`src/rtl/seven_seg_pkg.sv`:
```
// Shared seven-segment constants and decode helpers for the display driver and capture monitor.
// Latency: combinational helpers only, no state.
// Backpressure: not applicable (constants and pure functions).
//
// Contents:
//   SEG_CODE[16]  active-low g..a patterns for hex digits 0..F (DP not included)
//   DIG_SEL[4]    active-low one-hot digit enables, index = digit position
//   seg_to_nibble decode a 7-bit active-low pattern to {ok, nibble}
//   dig_to_pos    decode a digit-enable vector to {ok, position}
package seven_seg_pkg;

  // Active-low segment patterns, bit6=g ... bit0=a.
  localparam logic [6:0] SEG_CODE [16] = '{
    7'h40, 7'h79, 7'h24, 7'h30,   // 0 1 2 3
    7'h19, 7'h12, 7'h02, 7'h78,   // 4 5 6 7
    7'h00, 7'h10, 7'h08, 7'h03,   // 8 9 A B
    7'h46, 7'h21, 7'h06, 7'h0E    // C D E F
  };

  // Active-low one-hot digit enables; DIG_SEL[0] selects digit0 (rightmost).
  localparam logic [3:0] DIG_SEL [4] = '{
    4'b1110, 4'b1101, 4'b1011, 4'b0111
  };

  typedef struct packed {
    logic       ok;
    logic [3:0] nib;
  } seg_dec_t;

  typedef struct packed {
    logic       ok;
    logic [1:0] pos;
  } dig_dec_t;

  // Reverse lookup of the segment table. Unknown patterns return ok=0, nib=0.
  function automatic seg_dec_t seg_to_nibble(input logic [6:0] pattern);
    seg_dec_t res;
    res = '0;
    for (int i = 0; i < 16; i++) begin
      if (pattern == SEG_CODE[i]) begin
        res.ok  = 1'b1;
        res.nib = 4'(i);
      end
    end
    return res;
  endfunction

  // Anything that is not exactly one low bit is treated as a blanked display.
  function automatic dig_dec_t dig_to_pos(input logic [3:0] enables);
    dig_dec_t res;
    res = '0;
    for (int i = 0; i < 4; i++) begin
      if (enables == DIG_SEL[i]) begin
        res.ok  = 1'b1;
        res.pos = 2'(i);
      end
    end
    return res;
  endfunction

endpackage

```
`src/rtl/seven_seg_capture.sv`:
```
// Receive side of a 4-digit multiplexed seven-segment bus: settle, decode, reassemble 16-bit value.
// Latency: last-digit input edge -> num_valid = 2 (sync) + SETTLE_CYC (settle) + 1 (completion) cycles.
// Backpressure: none; a passive monitor, results are single-cycle pulses plus a held disp_num.
//
// Ports:
//   clk        system clock
//   rst_n      asynchronous active-low reset
//   dig[3:0]   active-low one-hot digit enables (0111 = digit3 ... 1110 = digit0)
//   seg[7:0]   active-low segment lines, bit7 = DP, bits6:0 = g..a
//   disp_num   last complete, error-free frame; digit3 -> [15:12] ... digit0 -> [3:0]
//   num_valid  1-cycle pulse when disp_num is updated
//   pat_err    1-cycle pulse when a settled digit shows an undecodable pattern
//   frame_err  1-cycle pulse when a completed frame is dropped because of a bad digit
//   active     high while captures keep arriving within TIMEOUT_CYC of each other
module seven_seg_capture
  import seven_seg_pkg::*;
#(
  parameter int SETTLE_CYC  = 16,
  parameter int TIMEOUT_CYC = 1048576
) (
  input  logic        clk,
  input  logic        rst_n,
  input  logic [3:0]  dig,
  input  logic [7:0]  seg,
  output logic [15:0] disp_num,
  output logic        num_valid,
  output logic        pat_err,
  output logic        frame_err,
  output logic        active
);

  localparam int CNT_W = (SETTLE_CYC  > 2) ? $clog2(SETTLE_CYC)  : 1;
  localparam int TO_W  = (TIMEOUT_CYC > 2) ? $clog2(TIMEOUT_CYC) : 1;

  // The stability counter saturates at SETTLE_CYC-1; the capture decision is
  // taken one count earlier so the capture registers on the same edge the
  // counter reaches SETTLE_CYC-1, i.e. after SETTLE_CYC equal samples.
  localparam logic [CNT_W-1:0] CNT_MAX = CNT_W'(SETTLE_CYC - 1);
  localparam logic [CNT_W-1:0] CNT_PRE = CNT_W'(SETTLE_CYC - 2);
  localparam logic [TO_W-1:0]  TO_MAX  = TO_W'(TIMEOUT_CYC - 1);
  localparam logic [TO_W-1:0]  TO_PRE  = TO_W'(TIMEOUT_CYC - 2);

  // ------------------------------------------------------------------
  // Input synchronizer and stability tracking
  // ------------------------------------------------------------------
  logic [11:0]      sync1;
  logic [11:0]      sync2;
  logic [11:0]      prev;
  logic [CNT_W-1:0] stab_cnt;
  logic             armed;

  logic             same;
  logic             capture;
  dig_dec_t         dpos;
  seg_dec_t         sdec;

  // DP (sync2[7]) takes part in the stability compare, so toggling only the
  // DP restarts the settle window even though it never affects the value.
  assign same = (sync2 == prev);
  assign dpos = dig_to_pos(sync2[11:8]);
  assign sdec = seg_to_nibble(sync2[6:0]);

  // Blanked enables (not one-hot-low) let the counter run but never capture.
  assign capture = same && armed && (stab_cnt == CNT_PRE) && dpos.ok;

  always_ff @(posedge clk or negedge rst_n) begin
    if (!rst_n) begin
      sync1    <= '0;
      sync2    <= '0;
      prev     <= '0;
      stab_cnt <= '0;
      armed    <= 1'b0;
    end else begin
      sync1 <= {dig, seg};
      sync2 <= sync1;
      prev  <= sync2;
      if (!same) begin
        stab_cnt <= '0;
        armed    <= 1'b1;
      end else begin
        if (stab_cnt != CNT_MAX) begin
          stab_cnt <= stab_cnt + 1'b1;
        end
        // One capture per steady pattern; re-armed only by a change.
        if (capture) begin
          armed <= 1'b0;
        end
      end
    end
  end

  // ------------------------------------------------------------------
  // Timeout / activity tracking
  // ------------------------------------------------------------------
  logic [TO_W-1:0] to_cnt;
  logic            timeout_hit;

  // Fires once as the counter steps onto TO_MAX, then the counter parks
  // there. A capture in the same cycle takes priority.
  assign timeout_hit = !capture && (to_cnt == TO_PRE);

  always_ff @(posedge clk or negedge rst_n) begin
    if (!rst_n) begin
      to_cnt <= '0;
      active <= 1'b0;
    end else begin
      if (capture) begin
        to_cnt <= '0;
        active <= 1'b1;
      end else if (to_cnt != TO_MAX) begin
        to_cnt <= to_cnt + 1'b1;
        if (timeout_hit) begin
          active <= 1'b0;
        end
      end
    end
  end

  // ------------------------------------------------------------------
  // Frame assembly
  // ------------------------------------------------------------------
  logic [3:0][3:0] shadow;
  logic [3:0]      mask;
  logic [3:0]      bad;
  logic            frame_done;

  assign frame_done = (mask == 4'hF);

  always_ff @(posedge clk or negedge rst_n) begin
    if (!rst_n) begin
      shadow    <= '0;
      mask      <= '0;
      bad       <= '0;
      disp_num  <= '0;
      num_valid <= 1'b0;
      pat_err   <= 1'b0;
      frame_err <= 1'b0;
    end else begin
      num_valid <= 1'b0;
      pat_err   <= 1'b0;
      frame_err <= 1'b0;

      if (frame_done) begin
        mask <= '0;
        bad  <= '0;
        if (bad == 4'h0) begin
          disp_num  <= shadow;
          num_valid <= 1'b1;
        end else begin
          frame_err <= 1'b1;
        end
      end else if (timeout_hit) begin
        mask <= '0;
        bad  <= '0;
      end

      // Placed after the clears so a capture landing in a clearing cycle
      // still records its own position (later non-blocking write wins).
      // Recapturing a position mid-frame overwrites nibble and bad flag.
      if (capture) begin
        shadow[dpos.pos] <= sdec.ok ? sdec.nib : 4'h0;
        mask[dpos.pos]   <= 1'b1;
        bad[dpos.pos]    <= ~sdec.ok;
        pat_err          <= ~sdec.ok;
      end
    end
  end

endmodule
```
`config.mk`:
```
export PLATFORM = sky130hd
export DESIGN_NAME = seven_seg_capture
export DESIGN_NICKNAME = d
export VERILOG_FILES = /design/src/rtl/seven_seg_pkg.sv /design/src/rtl/seven_seg_capture.sv
export SDC_FILE = /design/constraint.sdc
export NUM_CORES = 1
export LEC_CHECK = 0
export BUFFER_PORTS_ARGS = -buffer_cell sky130_fd_sc_hd__buf_2
export CAP_MARGIN = 20
export CORE_UTILIZATION = 35
export CTS_CLUSTER_SIZE = 28
export DETAILED_ROUTE_END_ITERATION = 7
export PLACE_DENSITY_LB_ADDON = 0.15
export SETUP_SLACK_MARGIN = 0.4
export SLEW_MARGIN = 15
export SYNTH_ARGS = -nofsm -noshare
export SYNTH_HDL_FRONTEND = slang
export SYNTH_SLANG_ARGS = --single-unit
```
`constraint.sdc`:
```
create_clock -name clk -period 5.3 [get_ports clk]
set_input_delay 0.265 -clock clk [delete_from_list [all_inputs] [get_ports clk]]
set_output_delay 0.265 -clock clk [all_outputs]
set_load 0.02 [all_outputs]
```
==> impl.org, run 1 <==
** Status
- The flow ran to the end, and the final reports show no timing, DRC or antenna violations.

** Synthesis
- In this run, distinct cell masters in the synthesized netlist total 67.
- Sequential-to-total area share from yosys stat :: 0.5550
- Synthesis produced a netlist whose cell count is 422.
- When the netlist entered floorplanning its net count stood at 440.
- After synthesis the netlist holds a flip-flop and latch count of 105.
- Most instantiated flip-flop cell in the synthesis netlist :: sky130_fd_sc_hd__dfrtp_1
- For this run, asynchronously set or reset flops after synthesis account for 1.000.
- Number of flops mapped to enable cells by yosys :: 0
- Mean instance size in the synthesized netlist :: 11.22 µm²
- During synthesis, Yosys emitted a total of 0 warnings.
- Area of the mapped netlist :: around 4700 µm²

** Setup path
- The worst setup path is launched from a register.
- WS Path Type :: register to register
- The largest individual stage delay along the critical path comes from the cell sky130_fd_sc_hd__and2_1.
- The critical path goes through xor2_1, nor4_2, and4_4, and2_1, nor3_1.
- In this run the worst path has a maximum fanout of 17.
- CP top delay family :: simple AND/OR/NAND/NOR gates
- Data on the critical path is required at its endpoint by 5490 ps.
- Arrival time at the worst endpoint :: 2740 ps
- Maximum cell stage delay along the critical path :: 720 ps
- The worst setup path is captured at a register.
- Buf+Inv Stages, Crit Path :: 0

** STA
- Tmin final :: between 2000 and 3000 ps
- Setup TNS :: 0 ps
- Final Max Slew Viols :: 0
- Setup-violating endpoint count in the final report :: 0
- Fin Clk Skew :: 8.776 ps
- Highest clock frequency the design can meet :: 0.3928 GHz
- The number of hold-slack violations in the final timing report is 0.
- Of the available clock period, the critical path in the final layout requires 0.4804.
- Setup repair after global routing left no endpoint under its margin.
- Worst hold margin :: ~27 ps
- For the pin with the worst max-slew slack, the measured transition is ~990 ps.
- Worst slew margin relative to its limit :: 0.3328
- Final critical-path setup slack :: 2754 ps

** Final layout
- # diodes :: 0
- The final layout contains approximately 480 nets.
- Once layout is done, the placed cells without fillers occupy 5479 µm².
- Leading cell type in the layout, fill and taps excluded :: sky130_fd_sc_hd__dfrtp_1
- Highest-count cells in the layout ignoring fill and taps :: 105 x sky130_fd_sc_hd__dfrtp_1, 72 x sky130_fd_sc_hd__nand2_1, 32 x sky130_fd_sc_hd__buf_2
- Area grow syn2layout :: 15.72%
- Fillers :: 1,320
- Of the cells placed in the final design, the portion with a size suffix greater than 1 is 0.1919.

** Clock network
- The clock reaches the later pin of the worst-skew pair after 350 ps.
- Clock tree synthesis inserted a total of 9 buffers.
- After clock tree synthesis, the setup repair step added 0 buffers.
- Post-CTS resize count :: 0
- Cts-stage hold buffer count :: 8
- Maximum buffer depth of the clock tree :: 2
- H-tree depth :: 3
- CTS sink count :: 105
- Clock tree from TritonCTS :: done
- Clock input transition at the sequential cells of the worst setup and hold paths :: 70 ps
- Root Driver :: sky130_fd_sc_hd__clkbuf_16

** Global route
- Global routing met1 resource utilization :: 0.1954
- Via count of the first global-routing pass :: between 3k and 4k
- In the global route stage, met3 resource usage came out at 0.04151.
- Global route overflow :: 0
- Overall Global Routing Usage :: 0.1443
- Entering global routing, the biggest net connects a little under 60 pins.
- First-pass GRT wire length :: 15,800 µm
- The number of antenna violations at the first check in global routing came to 0.
- Met2 routing resource usage after global routing :: 0.2169
- met2 is the most crowded layer.

** Placement
- Detailed placement finished with a half-perimeter wire length of 6359 µm.
- Final weighted congestion in routability-driven placement :: 0.7918
- After detailed placement, the total cell area comes to between 5000 and 6000 µm².
- Port buffer count :: 33
- Timing analysis after detailed placement gives a worst setup slack of 2723 ps.

** Route
- In the final routed layout, each cell accounts on average for 14.29 µm.
- Total via count in the routed design :: roughly 3.2k
- Dividing the detail-routed via count by the number of cells gives 4.963.
- The detail route stage leaves a number of antenna-violating nets equal to 0.
- For this block, the initial DRC count from the detailed router was 189.
- Before antenna repair, the detailed router went through 5 iterations.
- Routed Wire Length :: roughly 9200 µm
- Post-route DRC :: 0

** Floorplan
- For this design the top-level I/O count stands at 34.
- In this run the standard cell core region covers 13,240 µm².
- After floorplanning, the core was divided into 42 placement rows.
- The die covers 14,000 µm².
- Die W :: ~120 µm
- Vert. Die Dim :: ~120 µm
- For this configuration, the core starts out at a cell density of 0.3575.

** Flow run
- Across the run, the number of max-cap violations was 0.

** Power
- Largest voltage drop on the vdd net :: 0.1349 mV
- The analysis attributes to cell leakage a power of 0.002452 µW.
- Total chip power :: approximately 1600 µW
- In this run the power density over the cells is 298.5 nW/µm².

** Worst hold path
- Worst hold-check path type :: input port to register
-- routing by layer --
| metal | vias up | part of all wire |
|---|---|---|
| met2 | 57 | 0.46 |
| met5 | - | 0 |
| met1 | 1565 | 0.49 |
| met4 | 0 | 0.0068 |
| met3 | 4 | 0.036 |
| li1 | 1575 | - |
-- Yosys cell counts (4+ instances only) --
cell,n,share of area
sky130_fd_sc_hd__dfrtp_1,105,0.55
sky130_fd_sc_hd__nand2_1,72,0.057
sky130_fd_sc_hd__nor2_1,17,0.013
sky130_fd_sc_hd__xor2_1,15,0.028
sky130_fd_sc_hd__nor3_1,12,0.013
sky130_fd_sc_hd__xnor2_1,12,0.022
sky130_fd_sc_hd__nand3_1,10,0.011
sky130_fd_sc_hd__nor2_2,10,0.013
sky130_fd_sc_hd__a211oi_1,9,0.014
sky130_fd_sc_hd__mux2_2,9,0.021
sky130_fd_sc_hd__nor4_1,9,0.012
sky130_fd_sc_hd__a21oi_1,8,0.0085
sky130_fd_sc_hd__inv_1,7,0.0056
sky130_fd_sc_hd__mux2_1,7,0.017
sky130_fd_sc_hd__o21ai_1,7,0.0074
sky130_fd_sc_hd__nand2b_1,6,0.0079
sky130_fd_sc_hd__o211ai_1,6,0.0095
sky130_fd_sc_hd__o22ai_1,6,0.0079
sky130_fd_sc_hd__a31oi_1,5,0.0066
sky130_fd_sc_hd__and2_1,5,0.0066
sky130_fd_sc_hd__and4_1,5,0.0092
sky130_fd_sc_hd__nand4_1,5,0.0066
sky130_fd_sc_hd__buf_4,4,0.0063
sky130_fd_sc_hd__ha_1,4,0.011
sky130_fd_sc_hd__nand4b_1,4,0.0074
sky130_fd_sc_hd__nor2_4,4,0.0095
-- through the flow --
| stage | utilization | std cells |
|---|---|---|
| final | 0.4137 | 645 |
| after global routing | 0.4137 | 645 |
| after CTS | 0.4130 | 644 |
| after detailed placement | 0.3813 | 620 |
| after global placement | 0.3813 | 620 |
| after floorplan | - | 422 |
-- report_power, final --
group	internal [µW]	switching [µW]	leakage (µW)	total [µW]
Sequential	815	16.7	0.00136	832
Combinational	24.4	39.7	0.000922	64.1
Clock	455	286	0.000166	740
-- layout make-up --
class                   count  area, µm²  area share
well taps                 176      220.2     0.04019
clock buffers              13      270.3     0.04933
inverters                   8      30.03    0.005481
clock inverters             3      68.82     0.01256
flip-flops and latches    105       2628      0.4796
repair buffers             44      272.8     0.04978
multi-input cells         296       1989      0.3631
-- worst register-to-register path, delay by kind of cell, from the launching register on --
kind	cells	cell delay, ps
xor gates and xnor gates	1	180
DFF	1	640
and+or+nand+nor	4	1590
-- worst paths after layout --
path / startpoint / end / slack [ps] / cells after the start
worst max-delay path: sync2[1]$_DFF_PN0_ / to_cnt[14]$_DFFE_PN0P_ / 2750 / 5
min in group asynchronous: rst_n / bad[3]$_DFF_PN0_ / 460 / 2
worst min-delay path: dig[3] / sync1[11]$_DFF_PN0_ / 30 / 1
worst max register to register: sync2[1]$_DFF_PN0_ / to_cnt[14]$_DFFE_PN0P_ / 2750 / 5
max in group asynchronous: rst_n / armed$_DFFE_PN0P_ / 3700 / 3
worst min register to register: sync1[9]$_DFF_PN0_ / sync2[9]$_DFF_PN0_ / 350 / 0
-- flip-flops by register name (all words and copies together) (netlist names) --
| name | count |
|---|---|
| sync2 | 12 |
| stab_cnt | 4 |
| armed | 1 |
| num_valid | 1 |
| prev | 12 |
| shadow | 16 |
| to_cnt | 20 |
| pat_err | 1 |
| frame_err | 1 |
| mask | 4 |
| sync1 | 12 |
| disp_num | 16 |
| active | 1 |
| bad | 4 |
-- logic make-up after synthesis --
| logic type | after synthesis | synth area share |
|---|---|---|
| AND/OR/NAND/NOR | 196 | 0.2421 |
| flip-flops | 105 | 0.5550 |
| AO/OA/AOI/OAI | 53 | 0.07823 |
| XOR/XNOR | 27 | 0.04995 |
| buffers and inverters | 21 | 0.02616 |
| multiplexers | 16 | 0.03806 |
| adder cells (fa/ha/maj) | 4 | 0.01057 |
Power figures use the tool's default switching activity.
==> run 2, diff against run 1 <==
clock period = 2.45 ns   (was 5.3 ns; I/O delays follow)
==> run 2 against run 1 <==
Sequential power increased by 120%. Largest cell class unchanged. Non-clock buffer count is 20 higher. Sequential share of layout area fell by 1.7 points.
==> impl.org, run 2 (synthesized netlist as in run 1, its figures left out) <==
** STA
- Tmin final :: 1955 ps
- The worst pin sits at a relative slew slack of 0.5881.
- Setup-violating endpoint count in the final report :: 0
- Final Max Slew Viols :: 0
- RSZ-0062 raised after global routing :: no
- Of the available clock period, the critical path in the final layout requires 0.7981.
- The number of hold-slack violations in the final timing report came to 0.
- Highest clock frequency the design can meet :: 0.5114 GHz
- Fin Clk Skew :: about 7 ps
- Summed over all failing endpoints, the final setup total negative slack is 0 ps.
- For the pin with the worst max-slew slack, the measured transition is about 610 ps.

** Route
- The count of nets left with antenna violations once routing finished came out at 0.
- Total via count in the routed design :: 3,325
- Post-detailed-route via-to-cell ratio :: roughly 5
- Dividing the detail-routed wire length by the instance count gives approximately 14 µm.
- Routed Wire Length :: between 9000 and 10,000 µm
- The first routing iteration left 270 violations.
- Pre-antenna DRT Iters :: 4
- Post-route DRC :: 0

** Setup path
- STA puts the critical path data required time at 2670 ps.
- Kind of start point of the critical path :: register
- The worst setup path is of the register to register kind.
- For the worst setup path, the data arrival time is 2180 ps.
- Of all nets on the critical path, the largest fanout is 10.
- The worst setup path is captured at a register.

** Placement
- After legalization and detailed placement, the total HPWL measured 6686 µm.
- Final weighted congestion in routability-driven placement :: 0.7866
- The count of buffers added on input and output ports is 33.

** Final layout
- The library cells used most frequently in the layout, excluding fill and tap cells, are 93 x sky130_fd_sc_hd__dfrtp_1, 72 x sky130_fd_sc_hd__nand2_1, 32 x sky130_fd_sc_hd__buf_2.
- At the end of the flow, the number of nets in the layout was 502.
- Compared with the post-synthesis result, the final layout area differs by 20.77%.
- The register with the most flip-flops in the final layout is to_cnt.
- Measured on the finished design, the core utilization comes to 0.4318.
- Layout cell share with drive strength beyond 1 :: 0.2556
- Largest registers ranked by flip-flop count :: to_cnt x20, disp_num x16, shadow x16
- The library cell used most frequently in the layout, excluding fill and tap cells, is sky130_fd_sc_hd__dfrtp_1.
- The number of antenna diodes in the final layout is 0.
- The register with the most flip-flops in the layout has 20 of them.

** Power
- Dividing total power by cell area gives a power density of 607.9 nW/µm².
- VDD sags by at most ~0.31 mV.
- In this run the static leakage power is 0.002535 µW.

** Global route
- The number of antenna violations at the first check in global routing is 0.
- Via count of the first global-routing pass :: 3,240
- The layer flagged by global routing as most heavily used is met2.
- In the global route stage, met1 resource usage came out at 0.1964.
- Global Route met3 Usage :: 0.03475
- The first global-routing pass estimated 16,270 µm of wire.
- Maximum number of pins on one net before global-route repair :: 42
- For this run the aggregate overflow at the end of global routing stands at 0.
- Met2 routing resource usage after global routing :: 0.2342
- For this run, the total global-route usage over all layers was measured as 0.1471.

** Clock network
- Maximum buffer depth of the clock tree :: 2
- The cell sitting at the root of the clock tree is a sky130_fd_sc_hd__clkbuf_16.
- Number of clock buffers inserted by TritonCTS :: 9
- Clock input transition at the sequential cells of the worst setup and hold paths :: 70 ps
- The clock drives 105 sinks.
- TritonCTS built the clock tree.
- H-tree depth :: 3
- The later pin in the worst-skew pair is clocked with a latency of 340 ps.

** Floorplan
- For this design the top-level I/O count stands at 34.
- Die W :: 118.3 µm
- The initial utilization of the core area, before any placement, comes to 0.3575.
- Vert. Die Dim :: roughly 120 µm
- Row generation in the floorplan step produced 42 rows.
- The floorplan step defined a die boundary enclosing 14,000 µm².
- Core footprint :: ~13,000 µm²

** Worst hold path
- Worst hold-check path type :: input port to async pin

** Status
- The run finished with clean final reports.

** Flow run
- Number of max-cap violations :: 0
run 2: critical path, stage by stage (launching register included):
cell	delay, ps
sky130_fd_sc_hd__dfrtp_2	460
sky130_fd_sc_hd__xor2_1	190
sky130_fd_sc_hd__nor4_2	260
sky130_fd_sc_hd__buf_4	160
sky130_fd_sc_hd__nand4_4	90
sky130_fd_sc_hd__buf_12	170
sky130_fd_sc_hd__nor2_4	150
sky130_fd_sc_hd__mux2_2	340
run 2: cell type report:
type	count	area [µm²]
Inverter	8	30.03
Clock buffer	11	232.7
Clock inverter	5	80.08
Tap cell	176	220.2
Multi-Input combinational cell	296	2029
Sequential cell	105	2643
Fill cell	1273	7525
Timing Repair Buffer	64	483.0
run 2: per-layer routing:
layer | part of all wire | vias up
li1 | - | 1621
met1 | 0.47 | 1632
met2 | 0.48 | 64
met3 | 0.039 | 8
met4 | 0.010 | 0
met5 | 0 | -
run 2: final timing paths:
check                                     from                endpoint  slack, ps  cells after the start
min reg2reg                 sync1[9]$_DFF_PN0_      sync2[9]$_DFF_PN0_        350                      0
min                                      rst_n       mask[2]$_DFF_PN0_        310                      2
min in group clk            sync1[9]$_DFF_PN0_      sync2[9]$_DFF_PN0_        350                      0
max in group asynchronous                rst_n  to_cnt[17]$_DFFE_PN0P_       1400                      3
max reg2reg                sync2[11]$_DFF_PN0_   shadow[6]$_DFFE_PN0P_        490                      7
max                        sync2[11]$_DFF_PN0_   shadow[6]$_DFFE_PN0P_        490                      7
run 2: timing repair:
| action | in CTS | in global routing |
|---|---|---|
| setup endpoints to repair | 41 | 37 |
| buffers inserted | 3 | 8 |
| hold endpoints to repair | 51 | 0 |
| hold buffers | 13 | 0 |
| pin swaps | 3 | 3 |
| resized for setup | 7 | 14 |
run 2: where the power goes:
group          internal, µW  switching [µW]  leakage, µW
sequential             1760            30.3      0.00135
clock                   894             613     0.000146
combinational          73.8             100      0.00104
total                  2730             743      0.00254
run 2: per-stage QoR:
step / total power, µW / hold WS, ps / worst slack [ps] / cells / cell area (µm²)
2_1_floorplan: 1900 / -173.1 / 513.5 / 422 / 4735
3_3_place_gp: 1963 / 138.4 / 283.3 / 625 / 5106
3_5_place_dp: 1967 / 149.7 / 207.8 / 625 / 5106
4_1_cts: 3503 / 326.7 / 406.6 / 657 / 5597
5_1_grt: 3618 / 347.1 / 402.2 / 665 / 5718
6_report: 3476 / 305.1 / 494.7 / 665 / 5718
==> run 3, diff against run 2 <==
ABC_AREA = 1   (was default)
clock period = 1.7 ns   (was 2.45 ns; I/O delays follow)
==> run 3 against run 2 <==
Sequential share of layout area down 6.0 points. Area after synthesis down 3.0%. Register-to-register slack worse by 460 ps. Critical path type unchanged. Largest power group unchanged.
==> impl.org, run 3 <==
** STA
- Slew at the pin with the worst max-slew slack :: 393.4 ps
- RSZ-0062 raised after global routing :: yes
- Hold violation total from the final report :: 0
- The number of pins exceeding their max-slew limit in the final report is 0.
- Final worst-path cycle share :: 0.9822
- Worst slew margin relative to its limit :: 0.7357
- Highest clock frequency the design can meet :: 0.5989 GHz
- On the final layout, the worst clock skew is 9.436 ps.
- Setup-violating endpoint count in the final report :: 0
- The routed design could run at a clock period as short as ~1700 ps.

** Power
- Largest voltage drop on the vdd net :: 1.062 mV
- Pwr dens :: roughly 760 nW/µm²
- The analysis attributes to cell leakage a power of approximately 0.0033 µW.

** Setup path
- Element type at the critical path end :: register
- At the worst endpoint, the required time is 1940 ps.
- The worst register-to-register path has a depth of 10.
- Along the worst path, the maximum fanout reaches 7.
- The critical path in this run is classified as register to register.
- Data on the critical path arrives at its endpoint at 1910 ps.
- The endpoint identified for the worst register-to-register timing path is shadow[9]$_DFFE_PN0P_.
- In this run the critical register-to-register path is launched from stab_cnt[0]$_DFFE_PN0P_.
- In this run the register-to-register setup slack is 30 ps.
- Kind of start point of the critical path :: register

** Final layout
- The number of antenna diodes in the final layout is 0.
- Post-layout nets :: about 680
- The largest registers in the layout are to_cnt x20, disp_num x16, shadow x16.
- Final cell count without fillers :: 837
- Final instance area :: about 6500 µm²
- Fill cells in the final layout number 1,223.
- Layout cell share with drive strength beyond 1 :: 0.3594
- The register with the most flip-flops in the layout has 20 of them.
- Ranked by flip-flop count, first place goes to to_cnt.
- Highest-count cells in the layout ignoring fill and taps :: 145 x sky130_fd_sc_hd__nand2_1, 102 x sky130_fd_sc_hd__dfrtp_1, 54 x sky130_fd_sc_hd__inv_1
- Area grow syn2layout :: 42.48%
- Leading cell type in the layout, fill and taps excluded :: sky130_fd_sc_hd__nand2_1

** Floorplan
- Effective utilization at floorplan :: 0.3611
- The floorplan step defined a die boundary enclosing 13,590 µm².
- Die W :: 116.6 µm
- Vert. Die Dim :: about 120 µm
- Core footprint :: 12,720 µm²
- Row generation in the floorplan step produced 41 rows.
- Top-Level Pins :: 34

** Synthesis
- Distinct cells, synth :: 30
- After synthesis, the cell types taking the most area are sky130_fd_sc_hd__dfrtp_1 57%, sky130_fd_sc_hd__nand2_1 14%, sky130_fd_sc_hd__inv_1 5.7%.
- Post-synthesis register bit count :: 105
- Counting flops with an async set or reset pin after synthesis yields a share of 1.000.
- Synthesis produced 532 cells.
- Synth cell count leaders :: 176 x sky130_fd_sc_hd__nand2_1, 105 x sky130_fd_sc_hd__dfrtp_1, 70 x sky130_fd_sc_hd__inv_1, 45 x sky130_fd_sc_hd__nor2_1
- Most instantiated flip-flop cell in the synthesis netlist :: sky130_fd_sc_hd__dfrtp_1
- Fraction of synthesized cell area taken by the top area cell type :: 0.5719
- Synthesis warning total :: 0
- Syn_nets :: between 500 and 600
- The average instance in the mapped netlist occupies 8.636 µm².
- The synthesized design contains 0 enable-type register cells.
- For this run, the register share of the synthesized area comes to 0.5719.
- The mapped netlist covers 4594 µm².
- By instance count, the leading cell after synthesis is sky130_fd_sc_hd__nand2_1.
- The biggest area contributor in the post-synthesis netlist is sky130_fd_sc_hd__dfrtp_1.

** Global route
- After global routing the overflow that remains totals 0.
- The number of global-route vias before repair came to about 3.7k.
- Antenna violations before repair :: 0
- Overall Global Routing Usage :: 0.1641
- Entering global routing, the biggest net connects between 60 and 70 pins.
- The first global-routing pass estimated 16,950 µm of wire.

** Route
- In the final routed layout, each cell accounts on average for about 12 µm.
- Routed Wire Length :: 9981 µm
- Summing over every cut layer, the via total after detailed routing is between 3k and 4k.
- In the routed layout, each cell is associated on average with a via count of ~4.6.
- Post-route DRC :: 0
- The pre-antenna-repair detailed-routing pass consisted of 4 iterations.
- Number of violations reported at the end of detailed-routing iteration 0 :: 168
- Number of nets with antenna violations after routing :: 0

** Clock network
- Root Driver :: sky130_fd_sc_hd__clkbuf_16
- The clock passes through at most 2 buffers.
- TritonCTS built the clock tree.
- The later pin in the worst-skew pair is clocked with a latency of ~360 ps.
- H-tree depth :: 3
- Counting the buffers created by CTS gives 9.
- For this design, the sink count on the clock tree is 105.
- Clock input transition at the sequential cells of the worst setup and hold paths :: 70 ps

** Placement
- Hpwl dp :: between 6000 and 7000 µm
- Final weighted congestion in routability-driven placement :: 0.9419
- Placed instance count :: 775
- Placed inst area :: roughly 5400 µm²
- Port buffer count :: 33

** Flow run
- Number of max-cap violations :: 0

** Status
- The run finished with clean final reports.

** Worst hold path
- Worst hold-check path type :: input port to async pin
## run 3: logic make-up after synthesis
kind of cell,Yosys count,synth area share
buffers and inverters,79,0.06862
flip-flops,105,0.5719
XOR/XNOR,14,0.02832
adder cells (fa/ha/maj),4,0.01089
AND/OR/NAND/NOR,288,0.2691
AO/OA/AOI/OAI,42,0.05120
## run 3: cell type report
cell class	instances	area [µm²]	share of cell area
repair inverters	3	22.52	0.003440
well taps	172	215.2	0.03287
clock buffers	10	239.0	0.03651
inverters	73	290.3	0.04434
repair buffers	120	1054	0.1609
clock inverters	6	72.57	0.01109
multi-input cells	348	2022	0.3089
flip-flops and latches	105	2631	0.4019
## run 3: worst max-delay path by stage
stage | from | to | slack, ps | cells past startpoint
after floorplan | sync2[5]$_DFF_PN0_ | shadow[9]$_DFFE_PN0P_ | 120 | 11
after global placement | sync2[9]$_DFF_PN0_ | to_cnt[15]$_DFFE_PN0P_ | -70 | 12
after detailed placement | sync2[11]$_DFF_PN0_ | to_cnt[16]$_DFFE_PN0P_ | -90 | 12
after CTS | sync2[11]$_DFF_PN0_ | shadow[11]$_DFFE_PN0P_ | -8 | 11
after global routing | sync2[1]$_DFF_PN0_ | shadow[10]$_DFFE_PN0P_ | -110 | 12
final | stab_cnt[0]$_DFFE_PN0P_ | shadow[9]$_DFFE_PN0P_ | 30 | 10
## run 3: routing by layer
metal  track usage  vias to the layer above  wire length [µm]
met5             0                        -                 0
met4       0.05823                        0               170
met3       0.04411                       16               350
met2        0.2726                       69              4801
met1        0.2059                     1785              4658
li1              -                     1940                 -
## run 3: what timing repair did
item | CTS | global route
buffers inserted | 16 | 12
hold buffers | 13 | 0
endpoints found under the hold margin | 117 | 0
pin swaps | 26 | 27
setup endpoints to repair | 67 | 68
cloned | 5 | 0
resized for setup | 79 | 55
## run 3: critical path: stages (launching register included)
cell and delay (ps):
sky130_fd_sc_hd__dfrtp_1 390, sky130_fd_sc_hd__inv_2 60, sky130_fd_sc_hd__ha_2 170, sky130_fd_sc_hd__nand2_1 90
sky130_fd_sc_hd__nor2_4 160, sky130_fd_sc_hd__nand4_4 120, sky130_fd_sc_hd__buf_12 170, sky130_fd_sc_hd__nor2_4 210
sky130_fd_sc_hd__inv_4 90, sky130_fd_sc_hd__nand2_2 60, sky130_fd_sc_hd__o21ai_2 40
## run 3: power by group
part           internal (µW)  switching [µW]  total (µW)  leakage [µW]
combinational            122             149         271       0.00182
sequential              2540            28.0        2570       0.00136
clock                   1200             947        2140      0.000150
total                   3860            1120        4980       0.00333
## run 3: per-stage QoR
step                setup WS [ps]  setup TNS [ps]  total power (µW)    util  hold slack (ps)
global placement           -69.09          -679.4              2820  0.4220            94.11
global route               -111.9           -1702              5167  0.5146            270.8
floorplan                   122.5               0              2694       -           -210.6
CTS                        -8.176          -8.654              5044  0.4958            249.4
finish                      30.30               0              4984  0.5146            253.4
detailed placement         -90.05          -909.8              2825  0.4220            96.93
